File: src/rtl/aes_dec_pipe_ctrl.sv
// Round-loop controller for the AES-128 decryption pipeline.
// Define AES_DEC_TAG_CHECK_EN to add tag_err and bubble out-of-range tags.
module aes_dec_pipe_ctrl #(
    parameter int NUM_ROUNDS   = 10,
    parameter int SHIFT_PERIOD = 5,
    parameter int DEPTH        = 4
) (
    input  logic         clk,
    input  logic         rst,
    input  logic         aes_enable,
    input  logic         in_valid,
    input  logic [127:0] data_initial,
    output logic         in_ready,
    input  logic [131:0] data_in,
    output logic [131:0] data_out,
    output logic         shift_enable,
    output logic         pipeline_full,
    output logic [127:0] plain_out,
    output logic         out_valid,
    input  logic         out_ready
`ifdef AES_DEC_TAG_CHECK_EN
    ,
    output logic         tag_err
`endif
);

    localparam int CNT_W = (SHIFT_PERIOD > 2) ? $clog2(SHIFT_PERIOD) : 1;
    localparam logic [CNT_W-1:0] CNT_LAST = CNT_W'(SHIFT_PERIOD - 1);
    localparam logic [3:0] TAG_MAX = 4'(NUM_ROUNDS);
    localparam logic [3:0] SLOTS   = 4'(DEPTH);

    typedef enum logic [1:0] {
        IDLE,
        RUN,
        DRAIN
    } state_t;

    state_t           state;
    logic [CNT_W-1:0] shift_cnt;
    logic [3:0]       pack_ct;
    logic [3:0]       tag;
    logic             stall;
    logic             slot_free;
    logic             slot_retire;
    logic             admit;
    logic             retire;
    logic             drain_done;
`ifdef AES_DEC_TAG_CHECK_EN
    logic             tag_bad;
`endif

    assign tag           = data_in[3:0];
    assign stall         = out_valid & ~out_ready;
    assign shift_enable  = (state != IDLE) & (shift_cnt == CNT_LAST) & ~stall;
    assign pipeline_full = (pack_ct == SLOTS);
    assign drain_done    = (state == DRAIN) & ~aes_enable
                         & (pack_ct == 4'd0) & ~out_valid;

    // Classify the block returning from the last loop stage by its tag.
    always_comb begin
        slot_retire = 1'b0;
        slot_free   = 1'b0;
`ifdef AES_DEC_TAG_CHECK_EN
        tag_bad     = 1'b0;
`endif
        if (tag == 4'd1) begin
            slot_retire = 1'b1;
            slot_free   = 1'b1;
        end else if (tag == 4'd0) begin
            slot_free = 1'b1;
`ifdef AES_DEC_TAG_CHECK_EN
        end else if (tag > TAG_MAX) begin
            tag_bad   = 1'b1;
            slot_free = 1'b1;
`endif
        end
    end

    assign retire   = shift_enable & slot_retire;
    assign admit    = shift_enable & slot_free & (state == RUN) & in_valid
                    & ((pack_ct < SLOTS) | slot_retire);
    assign in_ready = admit;

    // Choose what enters the first loop stage: new block, recirculation or bubble.
    always_comb begin
        data_out = '0;
        if (admit) begin
            data_out = {data_initial, TAG_MAX};
        end else if (shift_enable & ~slot_free) begin
            data_out = {data_in[131:4], tag - 4'd1};
        end
    end

    // Mode FSM, shift pacing, in-flight count and retired-block register.
    always_ff @(posedge clk) begin
        if (rst) begin
            state     <= IDLE;
            shift_cnt <= '0;
            pack_ct   <= 4'd0;
            plain_out <= '0;
            out_valid <= 1'b0;
        end else begin
            unique case (state)
                IDLE:    if (aes_enable) state <= RUN;
                RUN:     if (!aes_enable) state <= DRAIN;
                DRAIN: begin
                    if (aes_enable) state <= RUN;
                    else if (drain_done) state <= IDLE;
                end
                default: state <= IDLE;
            endcase

            if (state == IDLE || drain_done) begin
                shift_cnt <= '0;
            end else if (!stall) begin
                shift_cnt <= (shift_cnt == CNT_LAST) ? '0 : shift_cnt + 1'b1;
            end

            if (admit && !retire) begin
                pack_ct <= pack_ct + 4'd1;
            end else if (retire && !admit && pack_ct != 4'd0) begin
                pack_ct <= pack_ct - 4'd1;
            end

            if (retire) begin
                out_valid <= 1'b1;
                plain_out <= data_in[131:4];
            end else if (out_valid && out_ready) begin
                out_valid <= 1'b0;
            end
        end
    end

`ifdef AES_DEC_TAG_CHECK_EN
    // Sticky flag for a corrupted round tag seen on a shift.
    always_ff @(posedge clk) begin
        if (rst) begin
            tag_err <= 1'b0;
        end else if (shift_enable && tag_bad) begin
            tag_err <= 1'b1;
        end
    end
`endif

endmodule

File: config.mk
export PLATFORM = sky130hd
export DESIGN_NAME = aes_dec_pipe_ctrl
export DESIGN_NICKNAME = d
export VERILOG_FILES = /design/src/rtl/aes_dec_pipe_ctrl.sv
export SDC_FILE = /design/constraint.sdc
export NUM_CORES = 1
export LEC_CHECK = 0
export BUFFER_PORTS_ARGS = -buffer_cell sky130_fd_sc_hd__buf_2
export CAP_MARGIN = 20
export CORE_AREA = 2 2 207 209
export DETAILED_ROUTE_END_ITERATION = 8
export DIE_AREA = 0 0 209 211
export HOLD_SLACK_MARGIN = 0.15
export SKIP_LAST_GASP = 1
export SYNTH_ARGS = -nofsm -noshare
export SYNTH_HDL_FRONTEND = slang
export SYNTH_SLANG_ARGS = --single-unit
File: constraint.sdc
create_clock -name clk -period 3.7 [get_ports clk]
set_input_delay 0.185 -clock clk [delete_from_list [all_inputs] [get_ports clk]]
set_output_delay 0.185 -clock clk [all_outputs]
set_load 0.01 [all_outputs]
## Word-level counts from Yosys, hierarchy flattened

Cells that the tools add are included.
W data, S select, Z words.

| storage, ports and cells | value |
|---|---|
| register bits | 138 |
| input port bits | 265 |
| output and inout bits | 264 |
| word-level logic and storage cells | 67 |

| cells by class | value |
|---|---|
| add/subtract/negate cells | 4 |
| order comparisons | 1 |
| eq/ne operators | 8 |
| multiplexer cells | 15 |
| bitwise logic cells | 18 |
| reduce and logical (&&, ||, !) cells | 16 |

Operators by type and width:

| operator | number |
|---|---|
| $mux W132 | 2 |
| $and A1 B1 Y1 | 12 |
| $logic_not A4 Y1 | 2 |
| $mux W2 | 4 |
| $mux W4 | 2 |
| $sub A4 B1 Y4 const B | 2 |
| $pmux W2 S3 | 1 |
| $reduce_bool A2 Y1 | 3 |
| $mux W1 | 5 |
| $not A1 Y1 | 5 |
| $add A4 B1 Y4 const B | 1 |
| $eq A4 B1 Y1 const B | 1 |
| $eq A4 B3 Y1 const B | 1 |
| $logic_and A1 B1 Y1 | 4 |
| $lt A4 B3 Y1 const B | 1 |
| $ne A2 B2 Y1 const B | 2 |
| $reduce_bool A4 Y1 | 1 |
| $add A3 B1 Y3 const B | 1 |
| $eq A3 B3 Y1 const B | 1 |
| $mux W3 | 1 |
| $ne A3 B3 Y1 const B | 1 |
| $reduce_and A3 Y1 | 1 |
| $eq A2 B1 Y1 const B | 1 |
| $eq A2 B2 Y1 const B | 1 |
| other kinds (5) | 6 |

## Longest topological paths before layout

| depth | value |
|---|---|
| depth after elaboration | 13 |
| depth in mapped cells | 12 |

## Least setup slack after synthesis

Ideal clock, no wire load.

| timing | value |
|---|---|
| path type | register to register |
| start point | register shift_cnt[0] |
| end point | register pack_ct[3] |
| library setup time | 73 ps |
| data arrival time | 2,338 ps |
| data required time | 3,627 ps |
| path slack | 1,289 ps |
| stages on the path, launching flop included | 12 |
| path buffers | 0 |
| path through | dfxtp_1 inv_1 ha_1 nand2_1 nor4_4 nand2_1 ha_1 a21o_1 a21oi_1 or4b_1 and3b_1 nor3_2 |

| between the ends | value |
|---|---|
| word-level cells in the longest chain between the ends | 11 |

Ends and longest elaborated chain:

| what | line | source |
|---|---|---|
| from (decl) | 39 | `logic [CNT_W-1:0] shift_cnt;` |
| from (signal assigned) | 116 | `shift_cnt <= (shift_cnt == CNT_LAST) ? '0 : shift_cnt + 1'b1;` |
| $eq A3 B3 Y1 (*) | 54 | `assign shift_enable = (state != IDLE) & (shift_cnt == CNT_LAST) & ~stall;` |
| $and A1 B1 Y1 (*) (2 in a row) | 54 |  |
| $and A1 B1 Y1 (3 in a row) | 80 | `assign admit = shift_enable & slot_free & (state == RUN) & in_valid` |
| $and A1 B1 Y1 | 81 | `& ((pack_ct < SLOTS) \| slot_retire);` |
| $logic_not A1 Y1 | 121 | `end else if (retire && !admit && pack_ct != 4'd0) begin` |
| $logic_and A1 B1 Y1 (2 in a row) | 121 |  |
| $reduce_bool A2 Y1 (no line) | - |  |
| to (signal assigned) | 120 | `pack_ct <= pack_ct + 4'd1;` |
| to (signal assigned) | 122 | `pack_ct <= pack_ct - 4'd1;` |
| to (decl) | 40 | `logic [3:0] pack_ct;` |

Mark *: on every way between the ends. The rest lies on a longest branch, timed or not.
A chain may end at the register's enable or synchronous reset.

## Worst setup path after layout

| timing | value |
|---|---|
| start point | register shift_cnt[0] |
| end point | output port data_out[64] |

| between the ends | value |
|---|---|
| word-level cells in the longest chain between the ends | 8 |

Ends and longest elaborated chain:

| what | line | source |
|---|---|---|
| $eq A3 B3 Y1 (*) | 54 |  |
| $and A1 B1 Y1 (*) (2 in a row) | 54 |  |
| $and A1 B1 Y1 (3 in a row) | 80 |  |
| $and A1 B1 Y1 | 81 |  |
| $mux W132 (*) | 87 | `if (admit) begin` |
| to (decl) | 15 | `output logic [131:0] data_out,` |

Marked as above.

==> results.py <==
metrics = {
    "status": {
        "run_status": "finished, final reports clean",
    },
    "clock_tree": {
        "clkSinkCount": 138,
        "cts_setup_buffers": 0,
        "cts_tree": "built",
        "holdBufCountCts": 130,
        "clk_latency_ns": 0.43,
        "htreeDepth": 4,
        "cts_resized": 0,
        "clkSlewWorstSetupHoldPaths_ns": 0.06,
        "numCtsBuffers": 17,
        "clock_path_buffers": 2,
        "clockRootBuffer": "clkbuf_16",
    },
    "routing": {
        "drcViolationCount": 0,
        "drt_iter0_markers": 454,
        "vias": 8454,
        "wl_um": 29500,
        "avgViaCountPerCell": 4.30,
        "wire_per_inst_um": 15.0,
        "postRouteAntennaNets": 0,
        "firstDrtPassIters": 6,
    },
    "synth": {
        "synth_compound_area_frac": 0.295,
        "synth_edf_count": 0,
        "syn_inst": 800,
        "synthAdderAreaFrac": 0.0149,
        "yosys.area_share.simple": 0.191,
        "syn_area_per_cell_sq_um": 7.95,
        "ys_seq_elements": 138,
        "syn-cell-area_sq_um": 6360,
        "ys.warnings.count": 0,
        "ys_seq_area_frac": 0.434,
        "synthMuxAreaShare": 0.00472,
        "ys.flop_type": "dfxtp_1",
        "synth_top_family_by_area": "compound AO/OA/AOI/OAI gates",
        "synth.distinct_cells": 42,
        "synth-xor-area-share": 0.00688,
        "synth_fp_nets": 1072,
        "synthArstFlopShare": 0,
    },
    "timing": {
        "hold_viol": 0,
        "finalSetupTns_ns": 0,
        "relSlewSlack": 0.514,
        "rsz0062_at_grt": "no",
        "period_needed_ns": 2.87,
        "clock.fmax_mhz": 349,
        "period_share": 0.775,
        "worst_pin_slew_ns": 0.729,
        "setup_viol": 0,
        "fin_skew_ns": 0.0160,
        "drv_slew": 0,
    },
    "final_layout": {
        "final_common_cell": "buf_2",
        "postLayoutCoreUtil": 0.275,
        "layout-drive-gt1-share": 0.405,
        "diodes": 0,
        "areaGrowthSynthToFinish_pct": 80.4,
        "layout_common_cells": "buf_2, nand2_1, dfxtp_1",
        "finalNetCount": 1688,
        "post-route-cell-area_sq_um": 11500,
    },
    "power_and_ir_drop": {
        "switching_share": 0.229,
        "vdd_drop_max_mv": 0.233,
        "power_frac_clock": 0.498,
        "p_comb_frac": 0.095,
        "p_leak_uw": 0.00543,
        "power.density_nw_per_um2": 319,
        "p_switching_uw": 839,
        "p_int_uw": 2820,
        "pwr-share-seq": 0.407,
    },
    "global_route": {
        "antenna_found_initial": 0,
        "grt_pass1_vias": 7916,
        "grt.overflow.total": 0,
        "grt_start_max_net_pins": 109,
        "grt_usage": 0.125,
        "grt_pass1_wl_um": 43000,
    },
    "floorplan": {
        "die_h_um": 211,
        "die_w_um": 209,
        "initial_core_util": 0.152,
        "num_rows": 75,
        "dieArea_sq_um": 44100,
        "core_sq_um": 41800,
        "io_pins": 529,
    },
    "setup_path": {
        "rr_startpoint": "shift_cnt[0]$_SDFFE_PP0N_",
        "cpLargestDelayFamily": "simple AND/OR/NAND/NOR gates",
        "slowest_stage": "nor4_4",
        "r2r_end": "pack_ct[3]$_SDFFE_PP0P_",
        "r2r_cells": 12,
        "path_buf_inv": 3,
        "end_kind": "output port",
        "reg2reg_slack_ns": 1.01,
        "crit_fanout": 85,
        "arrival_ns": 2.68,
        "cp_cell_sequence": "inv_1, ha_1, nand2_1, nor4_4, nor2b_4, buf_12, a22o_1, buf_2",
        "path_class": "flip-flop to output port",
        "required_ns": 3.51,
        "cp-start-kind": "flip-flop",
        "max_stage_delay_ns": 0.38,
    },
    "place": {
        "io_buffers": 528,
        "placed_cell_area_sq_um": 9510,
        "dpl.hpwl_um": 21200,
        "place_congestion": 0.843,
    },
    "worst_hold_path": {
        "hold_end": "plain_out[117]$_SDFFE_PP0P_",
        "min_path_type": "flip-flop to flip-flop",
        "hold_path.startpoint": "plain_out[117]$_SDFFE_PP0P_",
        "hold_depth": 2,
    },
    "flow_run": {
        "maxCapViolCount": 0,
    },
}
-- kinds of logic (layout without fill, tap and decap cells) --
family	count (synthesis)	in the layout
xor gates and xnor gates	5	5
adders and majority gates	7	7
buffers and inverters	78	707
and+or+nand+nor	296	296
AOI/OAI and AO/OA	273	273
muxes	3	3
DFF	138	138
-- synthesized netlist by cell type (2+ instances only) --
| master | n | share of area |
|---|---|---|
| nor2_1 | 10 | 0.0059 |
| inv_1 | 5 | 0.0030 |
| mux2i_1 | 3 | 0.0047 |
| xor2_1 | 3 | 0.0041 |
| o21ai_0 | 2 | 0.0016 |
| nand2_1 | 261 | 0.15 |
| nand2b_1 | 2 | 0.0020 |
| ha_1 | 6 | 0.012 |
| dfxtp_1 | 138 | 0.43 |
| buf_2 | 30 | 0.024 |
| a22o_1 | 128 | 0.18 |
| clkbuf_1 | 38 | 0.022 |
| nor3_1 | 6 | 0.0047 |
| a211oi_1 | 2 | 0.0024 |
| a21oi_1 | 133 | 0.10 |
| nor4b_1 | 2 | 0.0028 |
| nor2b_1 | 2 | 0.0020 |
| a21o_1 | 2 | 0.0024 |
| buf_1 | 3 | 0.0018 |
| xnor2_1 | 2 | 0.0028 |
-- metal layers --
layer	part of all wire	GRT usage	vias up	wire length [um]
met5	0	0	-	0
met4	0.034	0.0586	0	1010
met3	0.083	0.0409	69	2450
met2	0.50	0.221	434	14800
met1	0.38	0.135	3927	11200
li1	-	-	4024	-
-- power by group through the flow --
stage	sequential (uW)	clock (uW)	combinational, uW
after CTS	1490	1910	334
after global placement	1520	0	226
after floorplan	1520	0	36.6
final	1490	1820	347
after global routing	1490	1960	369
after detailed placement	1520	0	227
-- stage by stage --
step / hold slack (ns) / cells / worst slack (ns) / power (uW)
finish: 0.449 / 1968 / 0.831 / 3660
global route: 0.467 / 1968 / 0.660 / 3820
CTS: 0.402 / 1966 / 0.862 / 3730
detailed placement: 0.388 / 1804 / 1.03 / 1750
global placement: 0.383 / 1804 / 1.13 / 1750
floorplan: 0.263 / 800 / 1.29 / 1560
-- worst max path at each step --
stage | start | to | slack (ns) | cells after the start
3_3_place_gp | shift_cnt[0]$_SDFFE_PP0N_ | pack_ct[3]$_SDFFE_PP0P_ | 1.13 | 11
5_1_grt | shift_cnt[0]$_SDFFE_PP0N_ | data_out[64] | 0.66 | 8
2_1_floorplan | shift_cnt[0]$_SDFFE_PP0N_ | pack_ct[3]$_SDFFE_PP0P_ | 1.29 | 11
4_1_cts | shift_cnt[0]$_SDFFE_PP0N_ | data_out[56] | 0.86 | 8
3_5_place_dp | shift_cnt[0]$_SDFFE_PP0N_ | pack_ct[3]$_SDFFE_PP0P_ | 1.03 | 11
6_report | shift_cnt[0]$_SDFFE_PP0N_ | data_out[64] | 0.83 | 8
-- final cells by class --
cell class                      instances  area (sq um)
Fill cell                            4427         30300
Timing Repair Buffer                  670          4110
Multi-Input combinational cell        584          3290
Sequential cell                       138          2760
Tap cell                              539           674
Clock buffer                           21           480
Clock inverter                         11           143
Inverter                                5          18.8
-- registers in the layout, summed over array words and instances, names as in the netlist --
signal	cells
out_valid	1
pack_ct	4
plain_out	128
shift_cnt	3
state	2
-- worst register-to-register path: cells and delay by family (launching register included) --
kind / cells / cell delay [ns]
buf+inv: 1 / 0.07
flops: 1 / 0.34
simple gates: 7 / 1.74
fa+ha+maj: 2 / 0.32
compound gates: 2 / 0.15
No activity file was read; power rests on OpenSTA's default activity.
